[src/rtl/fb_port_arbiter.sv]
// -----------------------------------------------------------------------------
// fb_port_arbiter
//
// Shares one single-port framebuffer memory between three clients, one access
// per cycle, with fixed priority: blend read > scanout read > pixel write.
// The memory returns read data two cycles after the read. A two-stage owner
// tag pipeline steers each returning word to the blend or the scanout strobe.
//
// Optional feature (macro FB_ARB_STARVE_GUARD_EN):
//   Write starvation guard. After WR_STARVE_LIMIT consecutive cycles of a
//   pending but unserved write, hold_off is raised to the blend pipeline and
//   scanout grants are masked until one write is accepted. A blend read that
//   arrives while hold_off is high still wins and sets the sticky proto_err.
//   Without the macro, hold_off and proto_err are tied low and no counter
//   exists.
//
// Ports:
//   clk, rst                      clock, asynchronous active-high reset
//   blend_read_en/_x/_y           blend read request (no backpressure)
//   blend_read_data/_valid        blend read data and one-cycle strobe
//   scan_req/_x/_y, scan_gnt      scanout read request and same-cycle grant
//   scan_rdata/_rvalid            scanout read data and one-cycle strobe
//   wr_valid/_x/_y/_data          pixel write request, wr_ready = accepted
//   mem_en/_we/_addr/_wdata       memory access, combinational from winner
//   mem_rdata                     memory read data, 2 cycles after the read
//   hold_off                      ask the blend pipeline to stop issuing
//   proto_err                     sticky: blend read issued during hold_off
// -----------------------------------------------------------------------------
module fb_port_arbiter #(
    parameter int FB_WIDTH        = 640,
    parameter int FB_HEIGHT       = 480,
    parameter int WR_STARVE_LIMIT = 16,
    localparam int XW     = $clog2(FB_WIDTH),
    localparam int YW     = $clog2(FB_HEIGHT),
    localparam int ADDR_W = $clog2(FB_WIDTH * FB_HEIGHT)
) (
    input  logic              clk,
    input  logic              rst,
    input  logic              blend_read_en,
    input  logic [XW-1:0]     blend_read_x,
    input  logic [YW-1:0]     blend_read_y,
    output logic [15:0]       blend_read_data,
    output logic              blend_read_valid,
    input  logic              scan_req,
    input  logic [XW-1:0]     scan_x,
    input  logic [YW-1:0]     scan_y,
    output logic              scan_gnt,
    output logic [15:0]       scan_rdata,
    output logic              scan_rvalid,
    input  logic              wr_valid,
    input  logic [XW-1:0]     wr_x,
    input  logic [YW-1:0]     wr_y,
    input  logic [15:0]       wr_data,
    output logic              wr_ready,
    output logic              mem_en,
    output logic              mem_we,
    output logic [ADDR_W-1:0] mem_addr,
    output logic [15:0]       mem_wdata,
    input  logic [15:0]       mem_rdata,
    output logic              hold_off,
    output logic              proto_err
);

    typedef enum logic [1:0] {
        TAG_NONE  = 2'd0,
        TAG_BLEND = 2'd1,
        TAG_SCAN  = 2'd2
    } tag_t;

    logic force_wr;
    tag_t tag_d;
    tag_t tag_s1;
    tag_t tag_s2;

    function automatic logic [ADDR_W-1:0] lin_addr(input logic [YW-1:0] y,
                                                   input logic [XW-1:0] x);
        return ADDR_W'(y) * ADDR_W'(FB_WIDTH) + ADDR_W'(x);
    endfunction

    // ------------------------------------------------------------------
    // Grants. Blend never waits; force_wr only blocks scanout.
    // ------------------------------------------------------------------
    assign scan_gnt = scan_req & ~blend_read_en & ~force_wr;
    assign wr_ready = wr_valid & ~blend_read_en & ~scan_gnt;

    // NOTE: every output of this block gets a default before the priority
    // chain, so no path leaves a signal unassigned and no latch is inferred.
    always_comb begin
        mem_en    = 1'b0;
        mem_we    = 1'b0;
        mem_addr  = '0;
        mem_wdata = '0;
        tag_d     = TAG_NONE;
        if (blend_read_en) begin
            mem_en   = 1'b1;
            mem_addr = lin_addr(blend_read_y, blend_read_x);
            tag_d    = TAG_BLEND;
        end else if (scan_gnt) begin
            mem_en   = 1'b1;
            mem_addr = lin_addr(scan_y, scan_x);
            tag_d    = TAG_SCAN;
        end else if (wr_ready) begin
            mem_en    = 1'b1;
            mem_we    = 1'b1;
            mem_addr  = lin_addr(wr_y, wr_x);
            mem_wdata = wr_data;
        end
    end

    // ------------------------------------------------------------------
    // Owner tags follow the memory's 2-cycle read latency. Reset clears
    // both stages so reads in flight at reset never raise a strobe.
    // ------------------------------------------------------------------
    // NOTE: registers use non-blocking assignment so tag_s2 takes the old
    // tag_s1 on the same edge, giving a true two-stage shift.
    always_ff @(posedge clk or posedge rst) begin
        if (rst) begin
            tag_s1 <= TAG_NONE;
            tag_s2 <= TAG_NONE;
        end else begin
            tag_s1 <= tag_d;
            tag_s2 <= tag_s1;
        end
    end

    // Data is a straight pass-through; only the strobes are steered.
    assign blend_read_data  = mem_rdata;
    assign scan_rdata       = mem_rdata;
    assign blend_read_valid = (tag_s2 == TAG_BLEND);
    assign scan_rvalid      = (tag_s2 == TAG_SCAN);

`ifdef FB_ARB_STARVE_GUARD_EN
    // ------------------------------------------------------------------
    // Write starvation guard.
    // ------------------------------------------------------------------
    localparam int CNT_W = $clog2(WR_STARVE_LIMIT + 1);
    localparam logic [CNT_W-1:0] CNT_MAX = CNT_W'(WR_STARVE_LIMIT);

    logic [CNT_W-1:0] starve_cnt;
    logic             hold_q;
    logic             err_q;

    always_ff @(posedge clk or posedge rst) begin
        if (rst) begin
            starve_cnt <= '0;
            hold_q     <= 1'b0;
            err_q      <= 1'b0;
        end else begin
            if (!wr_valid || wr_ready) begin
                starve_cnt <= '0;
            end else if (starve_cnt != CNT_MAX) begin
                starve_cnt <= starve_cnt + CNT_W'(1);
            end

            // Raised the cycle after the counter sits at the limit; dropped
            // the cycle after the write it was protecting gets through.
            if (wr_ready) begin
                hold_q <= 1'b0;
            end else if (wr_valid && starve_cnt == CNT_MAX) begin
                hold_q <= 1'b1;
            end

            if (blend_read_en && hold_q) begin
                err_q <= 1'b1;
            end
        end
    end

    assign force_wr  = hold_q;
    assign hold_off  = hold_q;
    assign proto_err = err_q;
`else
    assign force_wr  = 1'b0;
    assign hold_off  = 1'b0;
    assign proto_err = 1'b0;
`endif

endmodule

[config.mk]
export PLATFORM = sky130hd
export DESIGN_NAME = fb_port_arbiter
export DESIGN_NICKNAME = d
export VERILOG_FILES = /design/src/rtl/fb_port_arbiter.sv
export SDC_FILE = /design/constraint.sdc
export NUM_CORES = 1
export LEC_CHECK = 0
export ABC_CLOCK_PERIOD_IN_PS = 2840
export BUFFER_PORTS_ARGS = -buffer_cell sky130_fd_sc_hd__buf_2
export CORE_UTILIZATION = 29
export CTS_CLUSTER_SIZE = 28
export DETAILED_ROUTE_END_ITERATION = 10
export GPL_ROUTABILITY_DRIVEN = 0
export PLACE_DENSITY = 0.69
export SKIP_LAST_GASP = 1
export SYNTH_ARGS = -nofsm -noshare
export SYNTH_HDL_FRONTEND = slang
export SYNTH_SLANG_ARGS = --single-unit
[constraint.sdc]
create_clock -name clk -period 2.84 [get_ports clk]
set_input_delay 0.142 -clock clk [delete_from_list [all_inputs] [get_ports clk]]
set_output_delay 0.142 -clock clk [all_outputs]
set_load 0.03 [all_outputs]
==> results of run 1 <==
-- worst max-delay path, cell delays in order --
cell      delay, ps
buf_6           100
ha_4            240
ha_4            160
fa_2            390
a211oi_4        250
nor2_2           80
nor4_4          350
nand2b_1        150
xnor2_2         170
a221oi_2        330
a21oi_2          70
buf_6           170
-- layout by cell type (no fill, tap or decap), types with 5 or more instances in the layout --
master,n
buf_2,112
ha_1,45
nor2_1,30
buf_4,30
a21oi_1,26
nand2_1,26
xnor2_1,18
inv_1,17
and3_1,16
o21ai_0,14
xor2_1,14
nor2b_1,9
o21ai_1,6
nand3_1,6
o211ai_1,6
nand4_1,5
a221oi_1,5
-- power groups by stage --
stage	clock (W)	combinational, W	sequential [W]
2_1_floorplan	0	0.000724	0.0000616
4_1_cts	0.000122	0.000947	0.0000614
5_1_grt	0.000123	0.00110	0.0000617
3_3_place_gp	0	0.000896	0.0000617
6_report	0.000118	0.00100	0.0000616
3_5_place_dp	0	0.000913	0.0000620
-- cell type report --
type                    instances  area share (%)
multi-input cells             310            67.6
inverters                      17            1.71
clock buffers                   3            1.11
repair buffers                147            22.5
well taps                     129            4.33
flip-flops and latches          4            2.68
-- metrics by stage --
step | power, W | setup WS (ps) | util, % | cell area, sq um | hold slack [ps]
floorplan | 0.000786 | 52.9 | - | 2840 | -91.9
global route | 0.00128 | -54.2 | 39.8 | 3730 | 284
CTS | 0.00113 | 13.0 | 38.3 | 3590 | 284
global placement | 0.000958 | -55.6 | 36.8 | 3450 | 18.1
finish | 0.00118 | 93.4 | 39.8 | 3730 | 284
detailed placement | 0.000975 | -133 | 36.8 | 3450 | 26.4
-- layer usage --
metal,wire (um),part of all wire [%],vias to the layer above
met5,0,0,-
met4,197,2.5,0
met3,421,5.3,21
met2,4070,51,104
met1,3330,42,1389
li1,-,-,1520
-- sequential cells by signal, indices dropped and copies added (netlist names) --
| register | flops |
|---|---|
| tag_s1 | 2 |
| tag_s2 | 2 |
-- worst min path at each step --
stage	start	end	slack, ps
after floorplan	rst	tag_s1[0]	-90
after global placement	rst	tag_s2[1]	20
after detailed placement	rst	tag_s2[1]	30
after CTS	mem_rdata[9]	blend_read_data[9]	280
after global routing	mem_rdata[13]	blend_read_data[13]	280
final	mem_rdata[6]	scan_rdata[6]	280
-- logic make-up after synthesis --
group	after synthesis	synth area share, %
AOI/OAI and AO/OA	92	21.9
xor gates and xnor gates	36	11.6
adders and majority gates	57	26.7
buffers and inverters	64	13.0
DFF	4	3.53
other	1	0.132
and+or+nand+nor	123	23.1
-- timing repair --
action / CTS / global route
pin swaps: 10 / 17
endpoints found under the hold margin: 4 / 0
gates resized for setup: 12 / 30
hold buffers: 1 / 0
setup buffers: 4 / 2
setup endpoints to repair: 5 / 5
==> metrics.md, run 1 <==
| Metric | Value |
|---|---|
| Seq/Total Area, Yosys | `3.53%` |
| Setup crit end kind | `output port` |
| Footprint of the multi-input gates | `0.00252 sq mm` |
| Wire length per cell | `13.1 um` |
| Drt pass-1 iters | `4` |
| Io pins | `169` |
| Global Route met2 Usage | `29.1%` |
| Worst Hold Class | `primary input to output port` |
| Status | `completed` |
| CTS H-tree lvls | `1` |
| Grt ovf | `0` |
| Minimum clock period | `2750 ps` |
| Final setup TNS | `0 ps` |
| CP Max Fanout | `4` |
| Switching Fraction | `50.2%` |
| Num CTS Buffers | `3` |
| Non-Filler Instances | `610` |
| Reg2Reg Launch Point | `tag_s1[1]` |
| Worst rel slew slack | `55.6%` |
| Yosys warns | `0` |
| Reg2reg setup slack | `2360 ps` |
| Crit path from | `scan_y[3]` |
| Root buf cell | `clkbuf_8` |
| Pwr per Cell Area | `316 mW/mm^2` |
| Post-Syn Instances | `377` |
| Gr usage total | `15.0%` |
| Period utilisation layout | `96.7%` |
| Final Hold Viols | `0` |
| Clk pwr share | `10.0%` |
| Synth Register Bits | `4` |
| Worst setup SP type | `primary input` |
| Die Area | `0.0102 sq mm` |
| Initial Util | `30.3%` |
| Initial antenna violation count | `0` |
| Nets@finish | `634` |
| Met3 Use GR | `1.80%` |
| Port bufs | `118` |
| Cells after DPL | `600` |
| Final setup violation count | `0` |
| Synth top area share | `22.5%` |
| FF-to-FF path depth | `0` |
| Total number of vias | `3,034` |
| Ys flop type | `dfrtp_1` |
| Worst r2r dst | `tag_s2[1]` |
| Antenna diodes | `0` |
| Hold path cells | `0` |
| Worst skew pair latency | `220 ps` |
| Post-synthesis cell type count | `50` |
| Clk buf depth | `2` |
| Chip width | `101 um` |
| GRT busiest layer | `met2` |
| Int Power | `0.000587 W` |
| TritonCTS clock tree | `yes` |
| Core footprint | `0.00937 sq mm` |
| Core Rows | `35` |
| Vias in the first global route | `2,859` |
| Max Clock Freq | `364 MHz` |
| Initial DRC count | `61` |
| Largest cells by area after synthesis | `ha_1 (22%), buf_4 (9.0%), xnor2_1 (6.2%)` |
| Critical setup path kind | `primary input to output port` |
| Async SR Flop Fraction | `100%` |
| Yosys top cell by area | `ha_1` |
| Share of cells above drive strength 1 | `38.7%` |
| Cell Area, Synth | `0.00284 sq mm` |
| DIE HEIGHT | `101 um` |
| Clock sink count | `4` |
| First-pass GRT wire length | `12.5 mm` |
| MaxCap Viol Count | `0` |
| P_sw | `0.000592 W` |
| Pin count of the biggest net entering global routing | `37` |
| RSZ-0062 raised after global routing | `true` |
| Setup Skew | `1.93 ps` |
| Area Overhead vs Synth | `31.5%` |
| VDD IR max | `163 uV` |
| CP Capture Point | `mem_addr[15]` |
| Post-synth EDFFs | `0` |
| Comb pwr share | `84.8%` |
| Most frequent cell after synthesis | `ha_1` |
| P_leak | `1.89 nW` |
| Fillers | `983` |
| CP arrival | `2600 ps` |
| Final ANT Viol Nets | `0` |
| Fin. max-slew vios | `0` |
| # DRC | `0` |
| Synth cell count leaders | `ha_1 (51), buf_4 (34), nor2_1 (32), a21oi_1 (28), nand2_1 (26)` |
| Reg power frac | `5.2%` |
| Syn Area/Cell | `7.52 sq um` |
| FF+latch area | `100 sq um` |
| Placed wire-length estimate | `6.78 mm` |
| M1 GR Usage | `16.6%` |
| Slew @ Worst Pin | `664 ps` |
| WL final | `8.01 mm` |
| Worst Path Required | `2700 ps` |
| Post-DR vias/cell | `4.97` |
Power figures use the tool's default switching activity.
==> run 2: changes to the inputs <==
--- a/config.mk
+++ b/config.mk
@@ -5,13 +5,13 @@
 export SDC_FILE = /design/constraint.sdc
 export NUM_CORES = 1
 export LEC_CHECK = 0
-export ABC_CLOCK_PERIOD_IN_PS = 2840
+export ABC_CLOCK_PERIOD_IN_PS = 2400
 export BUFFER_PORTS_ARGS = -buffer_cell sky130_fd_sc_hd__buf_2
 export CORE_UTILIZATION = 29
 export CTS_CLUSTER_SIZE = 28
 export DETAILED_ROUTE_END_ITERATION = 10
 export GPL_ROUTABILITY_DRIVEN = 0
-export PLACE_DENSITY = 0.69
+export PLACE_DENSITY = 0.71
 export SKIP_LAST_GASP = 1
 export SYNTH_ARGS = -nofsm -noshare
 export SYNTH_HDL_FRONTEND = slang
==> constraint.sdc (replaced) <==
create_clock -name clk -period 2.4 [get_ports clk]
set_input_delay 0.12 -clock clk [delete_from_list [all_inputs] [get_ports clk]]
set_output_delay 0.12 -clock clk [all_outputs]
set_load 0.01 [all_outputs]
==> run 2 against run 1 <==
The run now ends with setup timing left. Final area increased by 9.7%. Register-to-register slack got worse by 430 ps. Sequential cell count unchanged. Worst hold slack got worse by 44 ps. Utilization increased by 3.9 points. Highest routed layer unchanged.
==> metrics.md, run 2 (same netlist as run 1, synthesis figures left out) <==
| Metric | Value |
|---|---|
| Worst path most repeated cell | `ha_4` |
| P_leak | `2.05 nW (was 1.89 nW)` |
| Final ANT Viol Nets | `0 (unchanged)` |
| CP max stage cell | `fa_2 (unchanged)` |
| Gr usage total | `15.8% (was 15.0%)` |
| Initial Util | `30.3% (unchanged)` |
| Crit-path cells | `buf_8, ha_4, ha_4, fa_2, a211oi_4, nor2_2, nor4_4, nand3_1, xnor2_1, a221oi_2, a21oi_1, buf_2 (was buf_6, ha_4, ha_4, fa_2, a211oi_4, nor2_2, nor4_4, nand2b_1, xnor2_2, a221oi_2, a21oi_2, buf_6)` |
| MaxCap Viol Count | `0 (unchanged)` |
| Hold path cells | `0 (unchanged)` |
| Nets@finish | `662 (was 634)` |
| # DRC | `0 (unchanged)` |
| Fillers | `959 (was 983)` |
| Reg2reg setup slack | `1930 ps (was 2360 ps)` |
| Wire length per cell | `13.5 um (was 13.1 um)` |
| Most frequent cells in the layout | `buf_2 (114), buf_4 (56), ha_1 (39) (was buf_2 (112), ha_1 (45), nor2_1 (30), buf_4 (30))` |
| Slew @ Worst Pin | `547 ps (was 664 ps)` |
| CP arrival | `2450 ps (was 2600 ps)` |
| Pin count of the biggest net entering global routing | `36 (was 37)` |
| WL final | `8.62 mm (was 8.01 mm)` |
| Worst Path Required | `2280 ps (was 2700 ps)` |
| Worst setup SP type | `primary input (unchanged)` |
| Post-DR vias/cell | `5.03 (was 4.97)` |
| Share of cells above drive strength 1 | `45.0% (was 38.7%)` |
| Final WS setup | `-172 ps (was 93.4 ps)` |
| Worst Hold Endpoint | `blend_read_data[4] (was scan_rdata[6])` |
| Vias in the first global route | `2,977 (was 2,859)` |
| Pwr per Cell Area | `353 mW/mm^2 (was 316 mW/mm^2)` |
| Placed wire-length estimate | `7.05 mm (was 6.78 mm)` |
| Worst Hold Class | `primary input to output port (unchanged)` |
| TritonCTS clock tree | `yes (unchanged)` |
| Status | `finished with violations (was completed)` |
| Root buf cell | `clkbuf_8 (unchanged)` |
| Util after Layout | `43.7% (was 39.8%)` |
| Biggest regs | `tag_s1: 2 flops, tag_s2: 2 flops (unchanged)` |
| WP buf/inv | `2 (unchanged)` |
| Reg2Reg Launch Point | `tag_s1[0] (was tag_s1[1])` |
| Core Rows | `35 (unchanged)` |
| Num CTS Buffers | `3 (unchanged)` |
| First-pass GRT wire length | `12.9 mm (was 12.5 mm)` |
| Initial antenna violation count | `0 (unchanged)` |
| VDD IR max | `168 uV (was 163 uV)` |
| CTS H-tree lvls | `1 (unchanged)` |
| Worst r2r dst | `tag_s2[0] (was tag_s2[1])` |
| Crit-path max cell delay | `370 ps (was 390 ps)` |
| Chip width | `101 um (unchanged)` |
| Grt ovf | `0 (unchanged)` |
| Final setup violation count | `5 (was 0)` |
| Final Hold Viols | `0 (unchanged)` |
| Clk buf depth | `2 (unchanged)` |
| Period utilisation layout | `107%` |
| Die Area | `0.0102 sq mm (unchanged)` |
| Core footprint | `0.00937 sq mm (unchanged)` |
| Clock sink count | `4 (unchanged)` |
| Met3 wire length | `480 um (was 421 um)` |
| Wl on met1 | `3.35 mm (was 3.33 mm)` |
| Total number of vias | `3,206 (was 3,034)` |
| Minimum clock period | `2570 ps` |
| Top layer in use | `met4 (unchanged)` |
| DIE HEIGHT | `101 um (unchanged)` |
| Wire length on met2 | `4.55 mm (was 4.07 mm)` |
| Drt pass-1 iters | `4 (unchanged)` |
| Fin. max-slew vios | `0 (unchanged)` |
| Antenna diodes | `0 (unchanged)` |
| Pre-CTS setup slack | `-360 ps (was -133 ps)` |
| FF-to-FF path depth | `0 (unchanged)` |
| Setup crit end kind | `output port (unchanged)` |
| Port bufs | `118 (unchanged)` |
| Commonest non-fill, non-tap cell in the layout | `buf_2 (unchanged)` |
| Initial DRC count | `135 (was 61)` |
| Critical setup path kind | `primary input to output port (unchanged)` |
| RSZ-0062 raised after global routing | `true (unchanged)` |
| Area Overhead vs Synth | `44.3% (was 31.5%)` |
| Min-delay src | `mem_rdata[4] (was mem_rdata[6])` |
| CP Max Fanout | `3 (was 4)` |
| Worst rel slew slack | `63.5% (was 55.6%)` |
| Io pins | `169 (unchanged)` |
| Setup Skew | `0.0122 ps (was 1.93 ps)` |
| Failing checks | `setup timing` |
| Crit path max-delay family | `adder cells (unchanged)` |
| Max Clock Freq | `389 MHz` |
| Worst skew pair latency | `220 ps (about the same)` |
-- run 2: cell types whose count changed in the layout (fill, tap and decap cells not counted), moves of 2 or more --
cell and change:
buf_4 +26, ha_1 -6, ha_4 +6, buf_2 +2
nor3b_2 -2, nor3b_4 +2
-- run 2: cell type report --
type | count | area [sq um] | share of cell area, %
Multi-Input combinational cell | 310 | 2680 | 65.4
Timing Repair Buffer | 175 | 1050 | 25.6
Tap cell | 129 | 161 | 3.94
Sequential cell | 4 | 100 | 2.45
Inverter | 17 | 63.8 | 1.56
Clock buffer | 3 | 41.3 | 1.01
-- run 2: per-stage QoR --
stage	total power (W)	cells	hold slack, ps	TNS [ps]	instance area, sq um
floorplan	0.000792	378	-114	-22.0	2850
global placement	0.00111	626	-2.00	-1520	3660
detailed placement	0.00113	626	14.3	-1670	3660
CTS	0.00136	633	240	-820	3940
global route	0.00157	638	240	-1150	4090
finish	0.00144	638	240	-595	4090
-- run 2: per-layer routing --
layer	up-vias	track usage (%)
met4	0	5.91
met1	1483	16.7
met2	118	32.1
met3	22	1.18
li1	1583	-
met5	-	0
-- run 2: power by group --
part	switching [W]	internal, W
sequential	0.00000118	0.0000713
clock	0.0000352	0.000107
combinational	0.000618	0.000610
-- run 2: worst max-delay path by stage --
| stage | to | start | slack, ps | depth (start not counted) |
|---|---|---|---|---|
| 2_1_floorplan | mem_addr[16] | scan_y[1] | -20 | 10 |
| 6_report | mem_addr[16] | scan_y[3] | -170 | 12 |
| 4_1_cts | mem_addr[16] | scan_y[3] | -200 | 12 |
| 3_5_place_dp | mem_addr[16] | scan_y[1] | -360 | 12 |
| 5_1_grt | mem_addr[15] | scan_y[3] | -260 | 12 |
| 3_3_place_gp | mem_addr[16] | scan_y[1] | -310 | 12 |
-- run 2: repair_timing --
item / in CTS / in global routing
buffers inserted: 3 / 5
gates resized for setup: 36 / 23
gates cloned: 0 / 0
pin swaps: 30 / 20
hold buffers: 1 / 0
hold endpoints to repair: 4 / 0
endpoints found under the setup margin: 6 / 6
